## config.mk

```make
export PLATFORM = sky130hd
export DESIGN_NAME = mmm_ctrl_flat
export DESIGN_NICKNAME = d
export VERILOG_FILES = /design/src/rtl/mmm_pkg.sv /design/src/rtl/mmm_ctrl_if.sv /design/src/rtl/mmm_skew.sv /design/src/rtl/mmm_ctrl.sv /design/src/flat_wrapper.sv
export SDC_FILE = /design/constraint.sdc
export NUM_CORES = 1
export LEC_CHECK = 0
export ABC_CLOCK_PERIOD_IN_PS = 2600
export BUFFER_PORTS_ARGS = -buffer_cell sky130_fd_sc_hd__buf_2
export CORE_UTILIZATION = 40
export DETAILED_ROUTE_END_ITERATION = 12
export PLACE_DENSITY = 0.7
export SLEW_MARGIN = 20
export SYNTH_ARGS = -nofsm -noshare
export SYNTH_HDL_FRONTEND = slang
export SYNTH_SLANG_ARGS = --single-unit
```

## constraint.sdc

```tcl
create_clock -name clk -period 2.6 [get_ports clk]
set_input_delay 0.52 -clock clk [delete_from_list [all_inputs] [get_ports clk]]
set_output_delay 0.52 -clock clk [all_outputs]
set_load 0.05 [all_outputs]
```

## src/rtl/mmm_pkg.sv

```systemverilog
// mmm_pkg: shared state encoding, FP16 field widths and default sizing for the MMM sequencer
package mmm_pkg;
  typedef enum logic [2:0] {IDLE, CLEAR, FEED, FLUSH, DRAIN, DONE} state_t;
  typedef struct packed {
    logic busy;
    logic done;
    logic err;
    logic rd;
    logic we;
    logic mux;
    logic res;
  } ctl_t;
  localparam int SIGN_W = 1;
  localparam int EXP_W = 5;
  localparam int FRAC_W = 10;
  localparam int DW = SIGN_W + EXP_W + FRAC_W;
  localparam int N_DEF = 4;
  localparam int K_MAX_DEF = 16;
  function automatic logic k_ok(input int k, input int k_max);
    return k >= 1 && k <= k_max;
  endfunction
endpackage

```

## src/rtl/mmm_ctrl_if.sv

```systemverilog
// mmm_ctrl_if: host/array control bundle of the MMM sequencer; abort/aborted exist only with MMM_CTRL_ABORT_EN
interface mmm_ctrl_if #(
  parameter int N = 4,
  parameter int AW = 4,
  parameter int KW = 5
);
  localparam int RW = $clog2(N);
  logic start;
  logic [KW-1:0] k_len;
  logic busy;
  logic done;
  logic err;
  logic a_rd_en;
  logic [AW-1:0] a_rd_addr;
  logic b_rd_en;
  logic [AW-1:0] b_rd_addr;
  logic [N-1:0] row_valid;
  logic [N-1:0] col_valid;
  logic pe_we;
  logic pe_mux;
  logic res_valid;
  logic [RW-1:0] res_row;
`ifdef MMM_CTRL_ABORT_EN
  logic abort;
  logic aborted;
  modport master(output start, k_len, abort, input busy, done, err, a_rd_en, a_rd_addr, b_rd_en, b_rd_addr,
                 row_valid, col_valid, pe_we, pe_mux, res_valid, res_row, aborted);
  modport slave(input start, k_len, abort, output busy, done, err, a_rd_en, a_rd_addr, b_rd_en, b_rd_addr,
                row_valid, col_valid, pe_we, pe_mux, res_valid, res_row, aborted);
`else
  modport master(output start, k_len, input busy, done, err, a_rd_en, a_rd_addr, b_rd_en, b_rd_addr,
                 row_valid, col_valid, pe_we, pe_mux, res_valid, res_row);
  modport slave(input start, k_len, output busy, done, err, a_rd_en, a_rd_addr, b_rd_en, b_rd_addr,
                row_valid, col_valid, pe_we, pe_mux, res_valid, res_row);
`endif
endinterface

```

## src/rtl/mmm_skew.sv

```systemverilog
// mmm_skew: N-lane triangular delay line, lane i delayed by i cycles, synchronous clear
module mmm_skew #(
  parameter int N = 4
) (
  input  logic         clk,
  input  logic         clr,
  input  logic [N-1:0] din,
  output logic [N-1:0] dout
);
  assign dout[0] = din[0];
  for (genvar i = 1; i < N; i++) begin : g_lane
    logic [i-1:0] sr;
    logic [i:0] nx;
    assign nx = {sr, din[i]};
    assign dout[i] = nx[i];
    // shift this lane's valid one stage per cycle, dropped on clear
    always_ff @(posedge clk) sr <= clr ? '0 : nx[i-1:0];
  end
endmodule

```

## src/rtl/mmm_ctrl.sv

```systemverilog
// mmm_ctrl: systolic-array sequencer (clear, feed, flush, drain); optional abort via MMM_CTRL_ABORT_EN
module mmm_ctrl
  import mmm_pkg::*;
#(
  parameter int N = N_DEF,
  parameter int K_MAX = K_MAX_DEF,
  parameter int AW = 4,
  parameter int KW = 5
) (
  input logic clk,
  input logic reset,
  mmm_ctrl_if.slave bus
);
  localparam int RW = $clog2(N);
  state_t st;
  ctl_t ctl;
  logic [KW-1:0] k_reg;
  logic [KW-1:0] cnt;
  logic [AW-1:0] addr;
  logic [RW-1:0] row;
  logic feed_v;
  logic clr;
`ifdef MMM_CTRL_ABORT_EN
  logic aborted;
  logic abort_hit;
  assign abort_hit = bus.abort && st != IDLE;
  assign clr = reset || abort_hit;
  assign bus.aborted = aborted;
`else
  assign clr = reset;
`endif
  assign bus.busy = ctl.busy;
  assign bus.done = ctl.done;
  assign bus.err = ctl.err;
  assign bus.a_rd_en = ctl.rd;
  assign bus.b_rd_en = ctl.rd;
  assign bus.a_rd_addr = addr;
  assign bus.b_rd_addr = addr;
  assign bus.pe_we = ctl.we;
  assign bus.pe_mux = ctl.mux;
  assign bus.res_valid = ctl.res;
  assign bus.res_row = row;
  // sequencer FSM with registered array and host outputs
  always_ff @(posedge clk)
    if (reset) begin
      st <= IDLE;
      ctl <= '0;
      k_reg <= '0;
      cnt <= '0;
      addr <= '0;
      row <= '0;
`ifdef MMM_CTRL_ABORT_EN
      aborted <= 1'b0;
    end else if (abort_hit) begin
      st <= IDLE;
      ctl <= '0;
      cnt <= '0;
      addr <= '0;
      row <= '0;
      aborted <= 1'b1;
`endif
    end else begin
`ifdef MMM_CTRL_ABORT_EN
      aborted <= 1'b0;
`endif
      ctl.done <= 1'b0;
      ctl.err <= 1'b0;
      case (st)
        IDLE:
          if (bus.start) begin
            if (k_ok(int'(bus.k_len), K_MAX)) begin
              st <= CLEAR;
              k_reg <= bus.k_len;
              ctl.busy <= 1'b1;
              ctl.we <= 1'b1;
            end else ctl.err <= 1'b1;
          end
        CLEAR: begin
          st <= FEED;
          ctl.we <= 1'b0;
          ctl.mux <= 1'b1;
          ctl.rd <= 1'b1;
          addr <= '0;
          cnt <= '0;
        end
        FEED:
          if (cnt == k_reg - 1'b1) begin
            st <= FLUSH;
            ctl.rd <= 1'b0;
            cnt <= '0;
            addr <= '0;
          end else begin
            cnt <= cnt + 1'b1;
            addr <= addr + 1'b1;
          end
        FLUSH:
          if (cnt == KW'(2 * N - 3)) begin
            st <= DRAIN;
            ctl.mux <= 1'b0;
            ctl.res <= 1'b1;
            row <= '0;
          end else cnt <= cnt + 1'b1;
        DRAIN:
          if (row == RW'(N - 1)) begin
            st <= DONE;
            ctl.res <= 1'b0;
            ctl.done <= 1'b1;
            row <= '0;
          end else row <= row + 1'b1;
        DONE: begin
          st <= IDLE;
          ctl.busy <= 1'b0;
        end
        default: st <= IDLE;
      endcase
    end
  // operand buffers answer one cycle after the read strobe
  always_ff @(posedge clk) feed_v <= clr ? 1'b0 : ctl.rd;
  mmm_skew #(.N(N)) u_row_skew (.clk(clk), .clr(clr), .din({N{feed_v}}), .dout(bus.row_valid));
  mmm_skew #(.N(N)) u_col_skew (.clk(clk), .clr(clr), .din({N{feed_v}}), .dout(bus.col_valid));
endmodule

```

## src/flat_wrapper.sv

```systemverilog
// flat-port wrapper written by rule: the top's interface ports become plain ports
module mmm_ctrl_flat import mmm_pkg::*;
#(
  parameter int N = N_DEF,
  parameter int K_MAX = K_MAX_DEF,
  parameter int AW = 4,
  parameter int KW = 5
)
  (clk, reset, bus_start, bus_k_len, bus_busy, bus_done, bus_err, bus_a_rd_en, bus_a_rd_addr, bus_b_rd_en, bus_b_rd_addr, bus_row_valid, bus_col_valid, bus_pe_we, bus_pe_mux, bus_res_valid, bus_res_row);
  mmm_ctrl_if #(.N(N), .AW(AW), .KW(KW)) bus_i ();
  input logic clk;
  input logic reset;
  input wire logic [$bits(bus_i.start)-1:0] bus_start;
  input wire logic [$bits(bus_i.k_len)-1:0] bus_k_len;
  output wire logic [$bits(bus_i.busy)-1:0] bus_busy;
  output wire logic [$bits(bus_i.done)-1:0] bus_done;
  output wire logic [$bits(bus_i.err)-1:0] bus_err;
  output wire logic [$bits(bus_i.a_rd_en)-1:0] bus_a_rd_en;
  output wire logic [$bits(bus_i.a_rd_addr)-1:0] bus_a_rd_addr;
  output wire logic [$bits(bus_i.b_rd_en)-1:0] bus_b_rd_en;
  output wire logic [$bits(bus_i.b_rd_addr)-1:0] bus_b_rd_addr;
  output wire logic [$bits(bus_i.row_valid)-1:0] bus_row_valid;
  output wire logic [$bits(bus_i.col_valid)-1:0] bus_col_valid;
  output wire logic [$bits(bus_i.pe_we)-1:0] bus_pe_we;
  output wire logic [$bits(bus_i.pe_mux)-1:0] bus_pe_mux;
  output wire logic [$bits(bus_i.res_valid)-1:0] bus_res_valid;
  output wire logic [$bits(bus_i.res_row)-1:0] bus_res_row;
  assign bus_i.start = bus_start;
  assign bus_i.k_len = bus_k_len;
  assign bus_busy = bus_i.busy;
  assign bus_done = bus_i.done;
  assign bus_err = bus_i.err;
  assign bus_a_rd_en = bus_i.a_rd_en;
  assign bus_a_rd_addr = bus_i.a_rd_addr;
  assign bus_b_rd_en = bus_i.b_rd_en;
  assign bus_b_rd_addr = bus_i.b_rd_addr;
  assign bus_row_valid = bus_i.row_valid;
  assign bus_col_valid = bus_i.col_valid;
  assign bus_pe_we = bus_i.pe_we;
  assign bus_pe_mux = bus_i.pe_mux;
  assign bus_res_valid = bus_i.res_valid;
  assign bus_res_row = bus_i.res_row;
  mmm_ctrl #(.N(N), .K_MAX(K_MAX), .AW(AW), .KW(KW)) u_core (.clk(clk), .reset(reset), .bus(bus_i));
endmodule
```

# --- Word-level counts from Yosys, hierarchy flattened ---
# Index checks and enable logic that the tools add are counted.
word_totals:
  ff_bits: 38
  in_bits: 8
  out_inout_bits: 26
  word_cells: 86
classes:
  add_sub_neg: 4
  n_lt_le_gt_ge: 2
  n_eq_ne: 14
  mux: 26
  bitwise_logic: 3
  n_reduce_logical: 19
ops:
  columns: ["cell", "n"]
  rows:
  - ["3-bit two-way mux", 5]
  - ["3-bit one-hot mux with 5 select lines", 1]
  - ["5-bit one-hot mux with 3 select lines", 1]
  - ["3-bit AND reduction", 4]
  - ["5-bit two-way mux", 2]
  - ["1-bit one-hot mux with 2 select lines", 5]
  - ["2-bit nonzero test", 5]
  - ["2-bit by 1-bit != test with 1-bit output, second input constant", 4]
  - ["4-bit one-hot mux with 2 select lines", 1]
  - ["2-bit AND reduction", 4]
  - ["3-bit by 2-bit equality test with 1-bit output, second input constant", 2]
  - ["3-bit equality test, second input constant", 2]
  - ["1-bit two-way mux", 6]
  - ["2-bit two-way mux", 3]
  - ["5-bit by 1-bit adder with 5-bit output, second input constant", 1]
  - ["5-bit by 3-bit equality test with 1-bit output, second input constant", 1]
  - ["5-bit equality test", 1]
  - ["5-bit by 1-bit >= comparator with 1-bit output, second input constant", 1]
  - ["5-bit <= comparator, second input constant", 1]
  - ["5-bit AND reduction", 1]
  - ["5-bit by 1-bit subtractor with 5-bit output, second input constant", 1]
  - ["4-bit by 1-bit adder with 4-bit output, second input constant", 1]
  - ["4-bit two-way mux", 1]
  - ["2-bit != test, second input constant", 2]
  - ["10 further kinds", 12]

# --- Depth between registers and ports, before layout ---
logic_depth:
  ltp_word: 5
  mapped_depth: 7
  depth_no_buf: 7

# --- Hierarchy ---
# Synthesis repeated with hierarchy kept, for this count alone.
unflattened:
  hier_cells: 175
  area_unflattened_um2: 1731.7
modules_own_cells:
  columns: ["mod", "instances", "cells_per_inst", "area_per_inst_um2", "seq_area_each_um2"]
  rows:
  - ["mmm_ctrl", 1, 143, 1356.3, 540.5]
  - ["mmm_skew", 2, 16, 187.7, 120.1]

# --- Least setup slack after synthesis ---
# No wires, ideal clock.
synth_path:
  kind: "input -> register"
  from: "input port bus_k_len[2]"
  to: "register, netlist name u_core.bus.busy"
  setup_time_ns: 0.095
  t_arrival_ns: 1.559
  t_required_ns: 2.505
  setup_slack_ns: 0.945
  path_stages: 4
  n_path_buf: 0
  path_cell_list: "nor4_1 -> xnor2_1 -> nand4_4 -> a221oi_1"
synth_via:
  elab_chain_len: 4
  word_cells_on_any_way: 5
  classes_between: "order compare: 2; eq/ne: 1; reduce/logical: 2"
synth_lines:
  columns: ["element", "line_no", "text"]
  rows:
  - ["start, declared", "flat_wrapper.sv:14", "input wire logic [$bits(bus_i.k_len)-1:0] bus_k_len;"]
  - ["5-bit by 1-bit >= comparator with 1-bit output / 5-bit <= comparator (equally long branches)", "mmm_pkg.sv:20", "return k >= 1 && k <= k_max;"]
  - ["1-bit logical AND *", "mmm_pkg.sv:20", null]
  - ["2-bit by 1-bit != test with 1-bit output (no source line) *", null, null]
  - ["3-bit AND reduction (no source line) *", null, null]
# Mark *: on every way between the ends. The rest lies on a longest branch, timed or not.
# A chain may end at the register's enable or synchronous reset.

# --- Worst setup path in the final report ---
layout_path:
  from: "register u_core.k_reg[0]"
  to: "register u_core.cnt[0]"
layout_via:
  elab_chain_len: 4
layout_lines:
  columns: ["element", "line_no", "text"]
  rows:
  - ["start, declared", "mmm_ctrl.sv:17", "logic [KW-1:0] k_reg;"]
  - ["start signal, assigned", "mmm_ctrl.sv:73", "k_reg <= bus.k_len;"]
  - ["5-bit by 1-bit subtractor with 5-bit output", "mmm_ctrl.sv:87", "if (cnt == k_reg - 1'b1) begin"]
  - ["5-bit equality test", "mmm_ctrl.sv:87", null]
  - ["5-bit two-way mux", "mmm_ctrl.sv:87", null]
  - ["5-bit one-hot mux with 3 select lines", "mmm_ctrl.sv:68", "case (st)"]
  - ["end signal, assigned", "mmm_ctrl.sv:93", "cnt <= cnt + 1'b1;"]
  - ["end signal, assigned", "mmm_ctrl.sv:102", "end else cnt <= cnt + 1'b1;"]
  - ["end, declared", "mmm_ctrl.sv:18", "logic [KW-1:0] cnt;"]
# No other way between the ends.

==> flow_summary.json <==
{
  "hold_viol": 0,
  "root_buffer": "clkbuf_8",
  "p_int_mw": 0.817,
  "synth_simple_gate_area_share_pct": 23.1,
  "synth_top_cell_area_share_pct": 38.6,
  "synth_edf_count": 0,
  "cts_inserted_buffers": 5,
  "wire_per_inst_um": 11.4,
  "path_clk_slew_ns": 0.06,
  "cts_setup_buffers": 0,
  "synth-xor-area-share_pct": 6.76,
  "p_switching_mw": 0.422,
  "cts_tree": "built",
  "combPwrFrac_pct": 25.6,
  "peakVddDrop_mv": 0.445,
  "port-buffer-count": 33,
  "period_share_pct": 71.0,
  "antenna_found_initial": 0,
  "powerDensity_mw_per_mm2": 707,
  "cp-start-kind": "flip-flop",
  "endpoint_kind": "flip-flop",
  "place_congestion": 0.749,
  "nets": 211,
  "ys.warnings.count": 0,
  "drtPass1Iterations": 4,
  "required_ns": 2.74,
  "critPathMaxFanout": 7,
  "ys_ff_latch": 30,
  "synth_compound_area_share_pct": 14.5,
  "grt_first_pass_wirelength_um": 4890,
  "total_leakage_power_nw": 0.747,
  "grt.overflow.total": 0,
  "hpwlAfterDp_um": 2020,
  "netSwitchingFraction_pct": 34.1,
  "max_freq_mhz": 542,
  "startpoint": "u_core.k_reg[0]$_SDFFE_PP0P_",
  "cts-resized-gates": 0,
  "skew_ns": 0.00584,
  "h-tree-depth": 2,
  "synthArstFlopShare_pct": 0,
  "synth-adder-area-share_pct": 4.02,
  "hold_path.class": "flip-flop to flip-flop",
  "die_h_um": 64.4,
  "syn_to_final_growth_pct": 12.7,
  "rows": 22,
  "yosys.area.top_type": "dfxtp_1",
  "drive_gt1_share_pct": 24.6,
  "viasPerCell": 4.98,
  "cts_buffer_depth": 2,
  "cap_violations": 0,
  "antenna_cells": 0,
  "worstHoldStart": "u_core.bus.pe_we$_SDFFE_PP0P_",
  "fp.dieW_um": 64.4,
  "relSlewSlack_pct": 65.5,
  "worstReg2RegStart": "u_core.k_reg[0]$_SDFFE_PP0P_",
  "pin_count": 34,
  "drc": 0,
  "cts.sinks": 30,
  "track_usage_pct": 15.4,
  "path_class": "flip-flop to flip-flop",
  "die_area_mm2": 0.00414,
  "ys_seq_area_share_pct": 38.6,
  "run_status": "finished, final reports clean",
  "postRouteAntennaNets": 0,
  "syn_area_mm2": 0.00156,
  "synth_cell_type_count": 42,
  "core-area_mm2": 0.00369,
  "routed_wl_um": 2810,
  "layout_min_cycle_time_ns": 1.85,
  "first_global_vias": 1070,
  "clock_latency_ns": 0.28,
  "setup_viol": 0,
  "vias": 1231,
  "pwr-share-seq_pct": 43.8,
  "cp_data_arrival_time_ns": 1.98,
  "ys.flop_type": "dfxtp_1",
  "grt_max_degree": 31,
  "tightest_slew_ns": 0.516,
  "power.total_mw": 1.24,
  "cts_hold_buf": 0,
  "rsz0062_at_grt": "no",
  "drt_iter0_drc": 40,
  "tns_ns": 0,
  "clockPowerShare_pct": 30.6,
  "syn_area_per_cell_um2": 8.84,
  "final_common_cell": "buf_2",
  "synthMuxAreaShare_pct": 3.22,
  "most-common-layout-cells": "buf_2, dfxtp_1, nor2_1",
  "synthTopCellsByArea": "dfxtp_1, buf_4, nor2_1",
  "drv_slew": 0,
  "synth_nets": 189,
  "start_util_pct": 42.2,
  "synth_top_family_by_area": "simple AND/OR/NAND/NOR gates",
  "syn_inst": 176
}
[per-layer routing]
metal	share of wire [%]	vias to the layer above	routed length (um)	GRT usage [%]
li1	-	644	-	-
met3	4.6	5	130	4.82
met4	1.7	0	49	6.94
met1	49	552	1370	20.2
met2	45	30	1260	22.8
met5	0	-	0	0
[power by group through the flow]
stage / Clock (mW) / Sequential, mW / Combinational (mW)
2_1_floorplan: 0 / 0.585 / 0.236
3_3_place_gp: 0 / 0.554 / 0.315
3_5_place_dp: 0 / 0.554 / 0.317
4_1_cts: 0.393 / 0.544 / 0.320
5_1_grt: 0.417 / 0.551 / 0.348
6_report: 0.378 / 0.543 / 0.317
[path summary, 6_finish.rpt]
| path | to | slack (ns) | cells past startpoint |
|---|---|---|---|
| max | u_core.cnt[0]$_SDFFE_PP0P_ | 0.75 | 7 |
| min | u_core.bus.pe_we$_SDFFE_PP0P_ | 0.47 | 2 |
| max reg2reg | u_core.cnt[0]$_SDFFE_PP0P_ | 0.75 | 7 |
| min reg2reg | u_core.bus.pe_we$_SDFFE_PP0P_ | 0.47 | 2 |
[kinds of logic after synthesis]
group / count (synthesis)
and+or+nand+nor: 68
buffers and inverters: 27
adders and majority gates: 5
DFF: 30
AOI/OAI and AO/OA: 29
xor gates and xnor gates: 12
muxes: 5
[area by class of cell]
class / count / area [um2]
tap: 48 / 60.1
fill: 380 / 1940
clock buffer: 7 / 86.3
multi-input combinational: 119 / 802
sequential: 30 / 601
clock inverter: 1 / 5.00
inverter: 9 / 33.8
timing repair buffer: 33 / 165
[cells in the mapped netlist, types with 4 or more instances]
library cell  instances
nor3_1                6
nand3_1               6
buf_4                11
xnor2_1               8
nor2b_1               4
a21oi_1               4
mux2i_1               5
clkbuf_1              4
xor2_1                4
inv_1                 9
dfxtp_1              30
o21ai_0               5
nor2_1               22
nand2_1              13
ha_1                  5
[per-stage QoR]
step	cell area, um2	setup WS [ns]	hold slack, ns	util, %	std cells
3_5_place_dp	1660	0.685	0.463	45.0	239
6_report	1750	0.753	0.469	47.5	247
2_1_floorplan	1560	0.945	0.461	-	176
5_1_grt	1750	0.541	0.492	47.5	247
4_1_cts	1750	0.729	0.478	47.5	247
3_3_place_gp	1660	0.742	0.462	45.0	239
[critical path: stages, from the launching register on]
cell and delay (ns):
dfxtp_1 0.39, inv_1 0.06, ha_1 0.24, o21ba_1 0.19, a22oi_2 0.19, o2111ai_2 0.24, a21boi_2 0.30, nor3_1 0.08
No activity file was read; power rests on OpenSTA's default activity.
